===== src/rtl/ica_pkg.sv =====
// Shared definitions for the FastICA iteration scheduler: state encoding,
// fixed-point defaults and the convergence-threshold helper.
package ica_pkg;

  localparam int ICA_DW_DEF   = 16;
  localparam int ICA_FRAC_DEF = 14;
  localparam int ICA_ONE      = 1 << ICA_FRAC_DEF;

  typedef enum logic [2:0] {
    ST_IDLE   = 3'd0,
    ST_LAUNCH = 3'd1,
    ST_RUN    = 3'd2,
    ST_NORM   = 3'd3,
    ST_CHECK  = 3'd4,
    ST_UPDATE = 3'd5,
    ST_DONE   = 3'd6
  } ica_state_e;

  // Threshold (1.0 - eps) clamped at zero so a large eps cannot underflow.
  function automatic int ica_thresh(input int frac, input int eps);
    return (eps >= (1 << frac)) ? 0 : (1 << frac) - eps;
  endfunction

endpackage


===== src/rtl/ica_iter_scheduler_if.sv =====
// Handshake bundle between the iteration scheduler and its environment
// (host start/done, fast controller, normaliser).
interface ica_iter_scheduler_if #(
  parameter int DW = 16
);
  logic          start;
  logic          fast_busy;
  logic          norm_done;
  logic [DW-1:0] dot_abs;
  logic          go_fast;
  logic          norm_start;
  logic          w_load;
  logic          busy;
  logic          done;
  logic          converged;
  logic [7:0]    iter_cnt;
  logic          err_timeout;

  modport sched (
    input  start, fast_busy, norm_done, dot_abs,
    output go_fast, norm_start, w_load, busy, done, converged, iter_cnt, err_timeout
  );

  modport host (
    output start, fast_busy, norm_done, dot_abs,
    input  go_fast, norm_start, w_load, busy, done, converged, iter_cnt, err_timeout
  );
endinterface


===== src/rtl/ica_conv_check.sv =====
// Convergence comparator: holds the last |w_new.w_old| from the normaliser
// and flags when it is within EPS LSBs of 1.0.
module ica_conv_check
  import ica_pkg::*;
#(
  parameter int DW   = ICA_DW_DEF,
  parameter int FRAC = ICA_FRAC_DEF,
  parameter int EPS  = 16
) (
  input  logic          clk,
  input  logic          rst_n,
  input  logic          i_capture,
  input  logic [DW-1:0] i_dot_abs,
  output logic          o_hit
);

  localparam logic [DW:0] THRESH = (DW+1)'(ica_thresh(FRAC, EPS));

  logic [DW-1:0] r_dot;

  // NOTE: sequential state uses non-blocking assignments so every flop
  // samples pre-edge values regardless of process evaluation order.
  always_ff @(posedge clk or negedge rst_n) begin
    if (!rst_n)         r_dot <= '0;
    else if (i_capture) r_dot <= i_dot_abs;
  end

  assign o_hit = ({1'b0, r_dot} >= THRESH);

endmodule


===== src/rtl/ica_iter_scheduler.sv =====
// FastICA iteration sequencer: fast round -> normalise -> convergence check,
// repeated until converged or MAX_ITER. Watchdog under ICA_ITER_TIMEOUT_EN.
module ica_iter_scheduler
  import ica_pkg::*;
#(
  parameter int DW       = ICA_DW_DEF,
  parameter int FRAC     = ICA_FRAC_DEF,
  parameter int MAX_ITER = 32,
  parameter int EPS      = 16
`ifdef ICA_ITER_TIMEOUT_EN
  , parameter int TIMEOUT = 200
`endif
) (
  input  logic              clk_ica,
  input  logic              go_ica,
  ica_iter_scheduler_if.sched bus
);

  ica_state_e r_state, w_state_next;
  logic [7:0] r_iter_cnt;
  logic       r_converged;
  logic       r_norm_start;
  logic       w_hit, w_last, w_start_ok, w_capture;
  logic       w_go_fast, w_w_load, w_busy, w_done, w_err_timeout;

  assign w_start_ok = bus.start && (r_state == ST_IDLE || r_state == ST_DONE);
  assign w_capture  = (r_state == ST_NORM) && bus.norm_done;
  assign w_last     = ({1'b0, r_iter_cnt} + 9'd1) >= 9'(MAX_ITER);

  ica_conv_check #(.DW(DW), .FRAC(FRAC), .EPS(EPS)) u_conv (
    .clk       (clk_ica),
    .rst_n     (go_ica),
    .i_capture (w_capture),
    .i_dot_abs (bus.dot_abs),
    .o_hit     (w_hit)
  );

`ifdef ICA_ITER_TIMEOUT_EN
  logic [7:0] r_wdog;
  logic       r_err_timeout;
  logic       w_wait, w_to;

  assign w_wait = (r_state == ST_LAUNCH) || (r_state == ST_RUN) || (r_state == ST_NORM);
  assign w_to   = w_wait && (r_wdog >= 8'(TIMEOUT));

  always_ff @(posedge clk_ica or negedge go_ica) begin
    if (!go_ica) begin
      r_wdog        <= '0;
      r_err_timeout <= 1'b0;
    end else begin
      if (w_state_next != r_state)   r_wdog <= '0;
      else if (w_wait && !(&r_wdog)) r_wdog <= r_wdog + 8'd1;
      if (w_start_ok) r_err_timeout <= 1'b0;
      else if (w_to)  r_err_timeout <= 1'b1;
    end
  end

  assign w_err_timeout = r_err_timeout;
`else
  assign w_err_timeout = 1'b0;
`endif

  // NOTE: every output of this block gets a default first, so no path can
  // leave a signal unassigned and infer a latch.
  always_comb begin
    w_state_next = r_state;
    w_go_fast    = 1'b0;
    w_w_load     = 1'b0;
    w_busy       = 1'b1;
    w_done       = 1'b0;
    case (r_state)
      ST_IDLE: begin
        w_busy = 1'b0;
        if (bus.start) w_state_next = ST_LAUNCH;
      end
      ST_LAUNCH: begin
        w_go_fast = 1'b1;
        if (bus.fast_busy) w_state_next = ST_RUN;
      end
      ST_RUN: begin
        w_go_fast = 1'b1;
        if (!bus.fast_busy) w_state_next = ST_NORM;
      end
      ST_NORM:   if (bus.norm_done) w_state_next = ST_CHECK;
      ST_CHECK:  w_state_next = (w_hit || w_last) ? ST_DONE : ST_UPDATE;
      ST_UPDATE: begin
        w_w_load     = 1'b1;
        w_state_next = ST_LAUNCH;
      end
      ST_DONE: begin
        w_busy = 1'b0;
        w_done = 1'b1;
        if (bus.start) w_state_next = ST_LAUNCH;
      end
      default: begin
        w_busy       = 1'b0;
        w_state_next = ST_IDLE;
      end
    endcase
`ifdef ICA_ITER_TIMEOUT_EN
    if (w_to) begin
      w_state_next = ST_DONE;
      w_go_fast    = 1'b0;
    end
`endif
  end

  always_ff @(posedge clk_ica or negedge go_ica) begin
    if (!go_ica) begin
      r_state      <= ST_IDLE;
      r_iter_cnt   <= '0;
      r_converged  <= 1'b0;
      r_norm_start <= 1'b0;
    end else begin
      r_state <= w_state_next;
      // Pulse only on the first NORM cycle, however long the normaliser takes.
      r_norm_start <= (w_state_next == ST_NORM) && (r_state != ST_NORM);
      if (w_start_ok) begin
        r_iter_cnt  <= '0;
        r_converged <= 1'b0;
      end else if (r_state == ST_CHECK) begin
        if (r_iter_cnt != 8'(MAX_ITER)) r_iter_cnt <= r_iter_cnt + 8'd1;
        r_converged <= w_hit;
      end
    end
  end

  assign bus.go_fast     = w_go_fast;
  assign bus.norm_start  = r_norm_start;
  assign bus.w_load      = w_w_load;
  assign bus.busy        = w_busy;
  assign bus.done        = w_done;
  assign bus.converged   = r_converged;
  assign bus.iter_cnt    = r_iter_cnt;
  assign bus.err_timeout = w_err_timeout;

endmodule


===== src/flat_wrapper.sv =====
// flat-port wrapper written by rule: the top's interface ports become plain ports
module ica_iter_scheduler_flat import ica_pkg::*;
#(
  parameter int DW       = ICA_DW_DEF,
  parameter int FRAC     = ICA_FRAC_DEF,
  parameter int MAX_ITER = 32,
  parameter int EPS      = 16

)
  (clk_ica, go_ica, bus_start, bus_fast_busy, bus_norm_done, bus_dot_abs, bus_go_fast, bus_norm_start, bus_w_load, bus_busy, bus_done, bus_converged, bus_iter_cnt, bus_err_timeout);
  ica_iter_scheduler_if #(.DW(DW)) bus_i ();
  input  logic clk_ica;
  input  logic go_ica;
  input wire logic [$bits(bus_i.start)-1:0] bus_start;
  input wire logic [$bits(bus_i.fast_busy)-1:0] bus_fast_busy;
  input wire logic [$bits(bus_i.norm_done)-1:0] bus_norm_done;
  input wire logic [$bits(bus_i.dot_abs)-1:0] bus_dot_abs;
  output wire logic [$bits(bus_i.go_fast)-1:0] bus_go_fast;
  output wire logic [$bits(bus_i.norm_start)-1:0] bus_norm_start;
  output wire logic [$bits(bus_i.w_load)-1:0] bus_w_load;
  output wire logic [$bits(bus_i.busy)-1:0] bus_busy;
  output wire logic [$bits(bus_i.done)-1:0] bus_done;
  output wire logic [$bits(bus_i.converged)-1:0] bus_converged;
  output wire logic [$bits(bus_i.iter_cnt)-1:0] bus_iter_cnt;
  output wire logic [$bits(bus_i.err_timeout)-1:0] bus_err_timeout;
  assign bus_i.start = bus_start;
  assign bus_i.fast_busy = bus_fast_busy;
  assign bus_i.norm_done = bus_norm_done;
  assign bus_i.dot_abs = bus_dot_abs;
  assign bus_go_fast = bus_i.go_fast;
  assign bus_norm_start = bus_i.norm_start;
  assign bus_w_load = bus_i.w_load;
  assign bus_busy = bus_i.busy;
  assign bus_done = bus_i.done;
  assign bus_converged = bus_i.converged;
  assign bus_iter_cnt = bus_i.iter_cnt;
  assign bus_err_timeout = bus_i.err_timeout;
  ica_iter_scheduler #(.DW(DW), .FRAC(FRAC), .MAX_ITER(MAX_ITER), .EPS(EPS)) u_core (.clk_ica(clk_ica), .go_ica(go_ica), .bus(bus_i));
endmodule

===== config.mk =====
export PLATFORM = sky130hd
export DESIGN_NAME = ica_iter_scheduler_flat
export DESIGN_NICKNAME = d
export VERILOG_FILES = /design/src/rtl/ica_pkg.sv /design/src/rtl/ica_iter_scheduler_if.sv /design/src/rtl/ica_conv_check.sv /design/src/rtl/ica_iter_scheduler.sv /design/src/flat_wrapper.sv
export SDC_FILE = /design/constraint.sdc
export NUM_CORES = 1
export LEC_CHECK = 0
export CAP_MARGIN = 10
export CELL_PAD_IN_SITES_DETAIL_PLACEMENT = 0
export CELL_PAD_IN_SITES_GLOBAL_PLACEMENT = 1
export CORE_MARGIN = 1
export CORE_UTILIZATION = 38
export CTS_BUF_LIST = sky130_fd_sc_hd__clkbuf_4 sky130_fd_sc_hd__clkbuf_8
export DETAILED_ROUTE_END_ITERATION = 8
export GPL_TIMING_DRIVEN = 0
export PLACE_DENSITY = 0.81
export RECOVER_POWER = 50
export SYNTH_ARGS = -nofsm -noshare
export SYNTH_HDL_FRONTEND = slang
export SYNTH_SLANG_ARGS = --single-unit

===== constraint.sdc =====
create_clock -name clk_ica -period 1.9 [get_ports clk_ica]
set_clock_uncertainty 0.1 [all_clocks]
set_input_delay 0.19 -clock clk_ica [delete_from_list [all_inputs] [get_ports clk_ica]]
set_output_delay 0.19 -clock clk_ica [all_outputs]
set_load 0.03 [all_outputs]

### Word level (Yosys, flattened, before mapping)

Index checks and enable logic that the tools add are counted.

| word-level totals | value |
|---|---|
| bits in registers | 29 |
| bits in latches | 0 |
| memory bits (writable) | 0 |
| ROM bits | 0 |
| bits of input ports | 21 |
| output and inout port bits | 15 |
| word-level logic and storage cells | 45 |
| memories kept | 0 |

| operators by class | value |
|---|---|
| add/subtract/negate cells | 2 |
| multiply operators | 0 |
| divide/modulo/power cells | 0 |
| magnitude comparators | 2 |
| equal/unequal tests | 9 |
| shifts and indexed selects | 0 |
| muxes and demuxes | 15 |
| bitwise gates (word level) | 0 |
| reduce and logical (&&, ||, !) cells | 12 |

Operators by type and width:

| operator | count |
|---|---|
| 8-bit 2-to-1 mux | 3 |
| 3-bit one-hot mux with 6 select lines | 1 |
| 16-bit by 14-bit >= comparator with 1-bit output, second input constant | 1 |
| 3-bit 2-to-1 mux | 4 |
| 8-bit by 1-bit adder with 9-bit output, second input constant | 1 |
| 3-bit by 2-bit == test with 1-bit output, second input constant | 3 |
| 3-bit == test, second input constant | 3 |
| 9-bit by 6-bit >= comparator with 1-bit output, second input constant | 1 |
| 8-bit by 1-bit adder with 8-bit output, second input constant | 1 |
| 8-bit by 6-bit != test with 1-bit output, second input constant | 1 |
| 1-bit 2-to-1 mux | 6 |
| 5-bit OR reduction | 1 |
| 2-bit nonzero test | 2 |
| 2-bit OR reduction | 2 |
| 3-bit by 1-bit == test with 1-bit output, second input constant | 1 |
| 1-bit logical AND | 3 |
| 3-bit zero test | 1 |
| 3-bit by 2-bit != test with 1-bit output, second input constant | 1 |
| 1-bit logical OR | 2 |
| 2-bit 2-to-1 mux | 1 |
| 2-bit AND reduction | 1 |

### Longest topological paths before layout

| depth | value |
|---|---|
| depth after elaboration | 7 |
| depth in mapped cells | 6 |
| mapped depth without buffers | 6 |

### Cells and area by module

From an unflattened synthesis, not the netlist that was laid out.

| unflattened totals | value |
|---|---|
| cells, all modules | 126 |
| area total of the unflattened synthesis | 1,397.6 µm² |

Modules (own cells, without submodules):

| module | times used | cells each | area an instance (µm²) | sequential area each (µm²) |
|---|---|---|---|---|
| ica_iter_scheduler | 1 | 95 | 865.8 | 325.3 |
| ica_conv_check | 1 | 31 | 531.8 | 300.3 |

### Worst setup path before layout

OpenSTA, ideal clock, no wires.

| path | value |
|---|---|
| kind | register to register |
| from | reg u_core.r_iter_cnt[7] (netlist: u_core.bus.iter_cnt[7]) |
| to | reg u_core.r_iter_cnt[1] (netlist: u_core.bus.iter_cnt[1]) |
| library setup time | 0.125 ns |
| data arrival time | 1.640 ns |
| required time | 1.675 ns |
| slack | 0.035 ns |
| stages on the path, launching flop included | 4 |
| path buffers | 0 |
| clock period less this slack | 1.865 ns |
| cells stage by stage | dfrtp_1 -> or3_4 -> o31ai_4 -> mux2_2 |

| on the way | value |
|---|---|
| longest elaborated chain between the ends | 3 |

RTL lines:

| what | line | RTL |
|---|---|---|
| start: declaration | ica_iter_scheduler.sv:20 | `logic [7:0] r_iter_cnt;` |
| start signal: assignment | ica_iter_scheduler.sv:122 | `if (r_iter_cnt != 8'(MAX_ITER)) r_iter_cnt <= r_iter_cnt + 8'd1;` |
| 8-bit by 6-bit != test with 1-bit output | ica_iter_scheduler.sv:122 |  |
| 2-bit nonzero test (no source line) | n/a |  |
| 2-bit AND reduction (no source line) | n/a |  |

Every way passes these cells.
A chain may end at the register's enable or synchronous reset.

### Worst setup path after layout

| path | value |
|---|---|
| from | reg u_core.r_iter_cnt[7] (netlist: u_core.bus.iter_cnt[7]) |
| to | out bus_iter_cnt[7] |

RTL lines:

| what | line | RTL |
|---|---|---|
| end: declaration | flat_wrapper.sv:24 | `output wire logic [$bits(bus_i.iter_cnt)-1:0] bus_iter_cnt;` |

No word-level cell between the ends.

==> impl_metrics.toml <==
[run_status]
outcome = "finished, final reports clean"

[pwr]
pwr-share-comb = 0.525
p_clk_frac = 0.104
seq_power_share = 0.371
power_density_nw_per_um2 = 1290
p_int_uw = 1380
leakage_uw = 0.000780
p_switching_uw = 959
vdd_drop_max_mv = 0.481
switching_share = 0.410

[sta]
fmax_ghz = 0.545
setup_slack_ns = 0.0660
drv_slew = 0
setup_viol = 0
tightest_slew_ns = 0.680
finalHoldViolCount = 0
finalCriticalPeriod_ns = 1.83
grt_setup_unrepaired = "true"
maxSlewHeadroom = 0.547
hold_ws_ns = 0.199
fin_crit_sh = 0.965

[critical_path]
end_kind = "output pin"
crit_type = "reg -> out"
cp-start-kind = "flop"
cp.arrival_ns = 1.54
r2r_start = "u_core.r_state[1]"
r2r_slack_ns = 0.07
crit_fanout = 6
r2r_cells = 6
critPathRequiredTime_ns = 1.61
cp-startpoint = "u_core.bus.iter_cnt[7]"
timing.rr.end = "u_core.bus.iter_cnt[7]"

[placement]
dpl_worst_slack_ns = -0.0733
io_buffers = 30
place_congestion = 0.783
dp_hpwl_um = 2030

[floorplanning]
start_util = 0.404
die_h_um = 62.0
rows = 21
ios = 36
core_area_um2 = 3390
die_w_um = 62.0
dieArea_um2 = 3850

[finish]
final_util = 0.535
antenna_cells = 0
nNetsFinal = 190
final_layout_size_suffix_gt1_frac = 0.223
area_growth_pct = 32.4
final_cell_mix = "clkdlybuf4s50_1, dfrtp_1, nor2_1, mux2_2, nand4_1"
final_common_cell = "clkdlybuf4s50_1"
nFillCells = 297

[synth]
ys_warn_count = 0
syn_inst = 126
syn_area_per_cell_um2 = 10.9
synth-seq-cells = 25
syn_area_um2 = 1370
synth-async-reset-ratio = 1.00
synth_top_area_share = 0.457
seq_area_frac_synth = 0.457
synth_edf_count = 0
yosysUniqueCellTypes = 43
synth_largest_area_cell = "dfrtp_1"
ys.flop_type = "dfrtp_1"
synth_nets = 149
synth_area_leaders = "dfrtp_1, mux2_2, nor2_1, mux2i_1, nand4_1"

[global_route]
antenna_found_initial = 0
grt_pass1_wl_um = 4390
first_global_vias = 948
grt.total_usage = 0.157
grt_overflow = 0
grt_max_degree = 26

[clocking]
clkSinkCount = 25
cts.path.max_buffers = 2
cts_hold_buf = 0
cts-root-buf = "clkbuf_4"
clk_latency_ns = 0.32
cts_tree = "yes"
path_clk_slew_ns = 0.14
htree_levels = 1
cts_made_buffers = 3

[route]
wl_um = 2830
viasPerCell = 5.12
dr_total_vias = 1085
final_antenna_net_count = 0
drtPass1Iterations = 4
drc_errors = 0
wl_per_cell_um = 13.3
drtIter0Drc = 65

[run]
cap_violations = 0

[hold_path]
hold_class = "in -> async"
## state kept, by name, summed over array words and instances (netlist names)
register,cells
u_core.u_conv.r_dot,12
u_core.bus.converged,1
u_core.bus.iter_cnt,8
u_core.r_state,3
u_core.bus.norm_start,1
## layout make-up
class	instances	area [um^2]	share of cell area
clock buffer	3	22.5	0.0124
multi-input combinational	90	704	0.389
clock inverter	1	7.51	0.00414
timing repair buffer	36	338	0.186
sequential	25	627	0.346
inverter	6	22.5	0.0124
tap	46	57.6	0.0317
buffer	5	33.8	0.0186
## worst max-delay path by stage
stage	to	slack (ns)	cells past startpoint
CTS	bus_go_fast	-0.08	4
floorplan	u_core.bus.iter_cnt[1]	0.04	3
global route	bus_go_fast	-0.06	4
global placement	bus_go_fast	0.01	4
finish	bus_iter_cnt[7]	0.07	2
detailed placement	bus_go_fast	-0.07	4
## metrics by stage
step	TNS, ns	cell area [um^2]	std cells	power (uW)
2_1_floorplan	0	1370	126	1680
3_3_place_gp	0	1730	202	1990
3_5_place_dp	-0.0936	1730	202	2040
4_1_cts	-0.175	1770	207	2280
5_1_grt	-0.123	1810	212	2510
6_report	0	1810	212	2340
## power by group through the flow
stage	clock network (uW)	registers [uW]	logic, uW
after floorplan	0	918	757
after global placement	0	863	1130
after detailed placement	0	877	1160
after CTS	258	863	1160
after global routing	277	891	1340
final	242	868	1230
## synth_stat cells, types with 3 or more instances
library cell and instances:
a21oi_1 3, a22o_1 3, dfrtp_1 25, inv_1 6, mux2_2 11, mux2i_1 4, nand2b_1 3, nand4_1 6
nor2_1 12, nor3_1 5, o21ai_0 3, xor2_1 4
## worst max-delay path, stage by stage (launching register included)
cell	delay (ns)
dfrtp_2	0.44
buf_4	0.13
clkdlybuf4s50_1	0.65
## metal layers
layer / global-route usage / wire, um / vias to the layer above
li1: - / - / 537
met1: 0.224 / 1360 / 525
met2: 0.240 / 1350 / 21
met3: 0.0124 / 82 / 2
met4: 0.0762 / 31 / 0
met5: 0 / 0 / -
## cell families (layout without fill, tap and decap cells)
family | Yosys count | after routing | share of synthesized area
flops | 25 | 25 | 0.457
fa+ha+maj | 2 | 2 | 0.0183
other cells | 1 | 1 | 0.00274
simple gates | 47 | 47 | 0.214
buf+inv | 11 | 51 | 0.0375
compound gates | 19 | 19 | 0.109
xor+xnor | 4 | 4 | 0.0256
mux | 17 | 17 | 0.136
## repair_timing
action / in CTS / in global routing
resized for setup: 12 / 9
endpoints found under the setup margin: 7 / 8
cloned: 0 / 0
pin swaps: 1 / 2
buffers inserted: 1 / 4
Power figures use the tool's default switching activity.
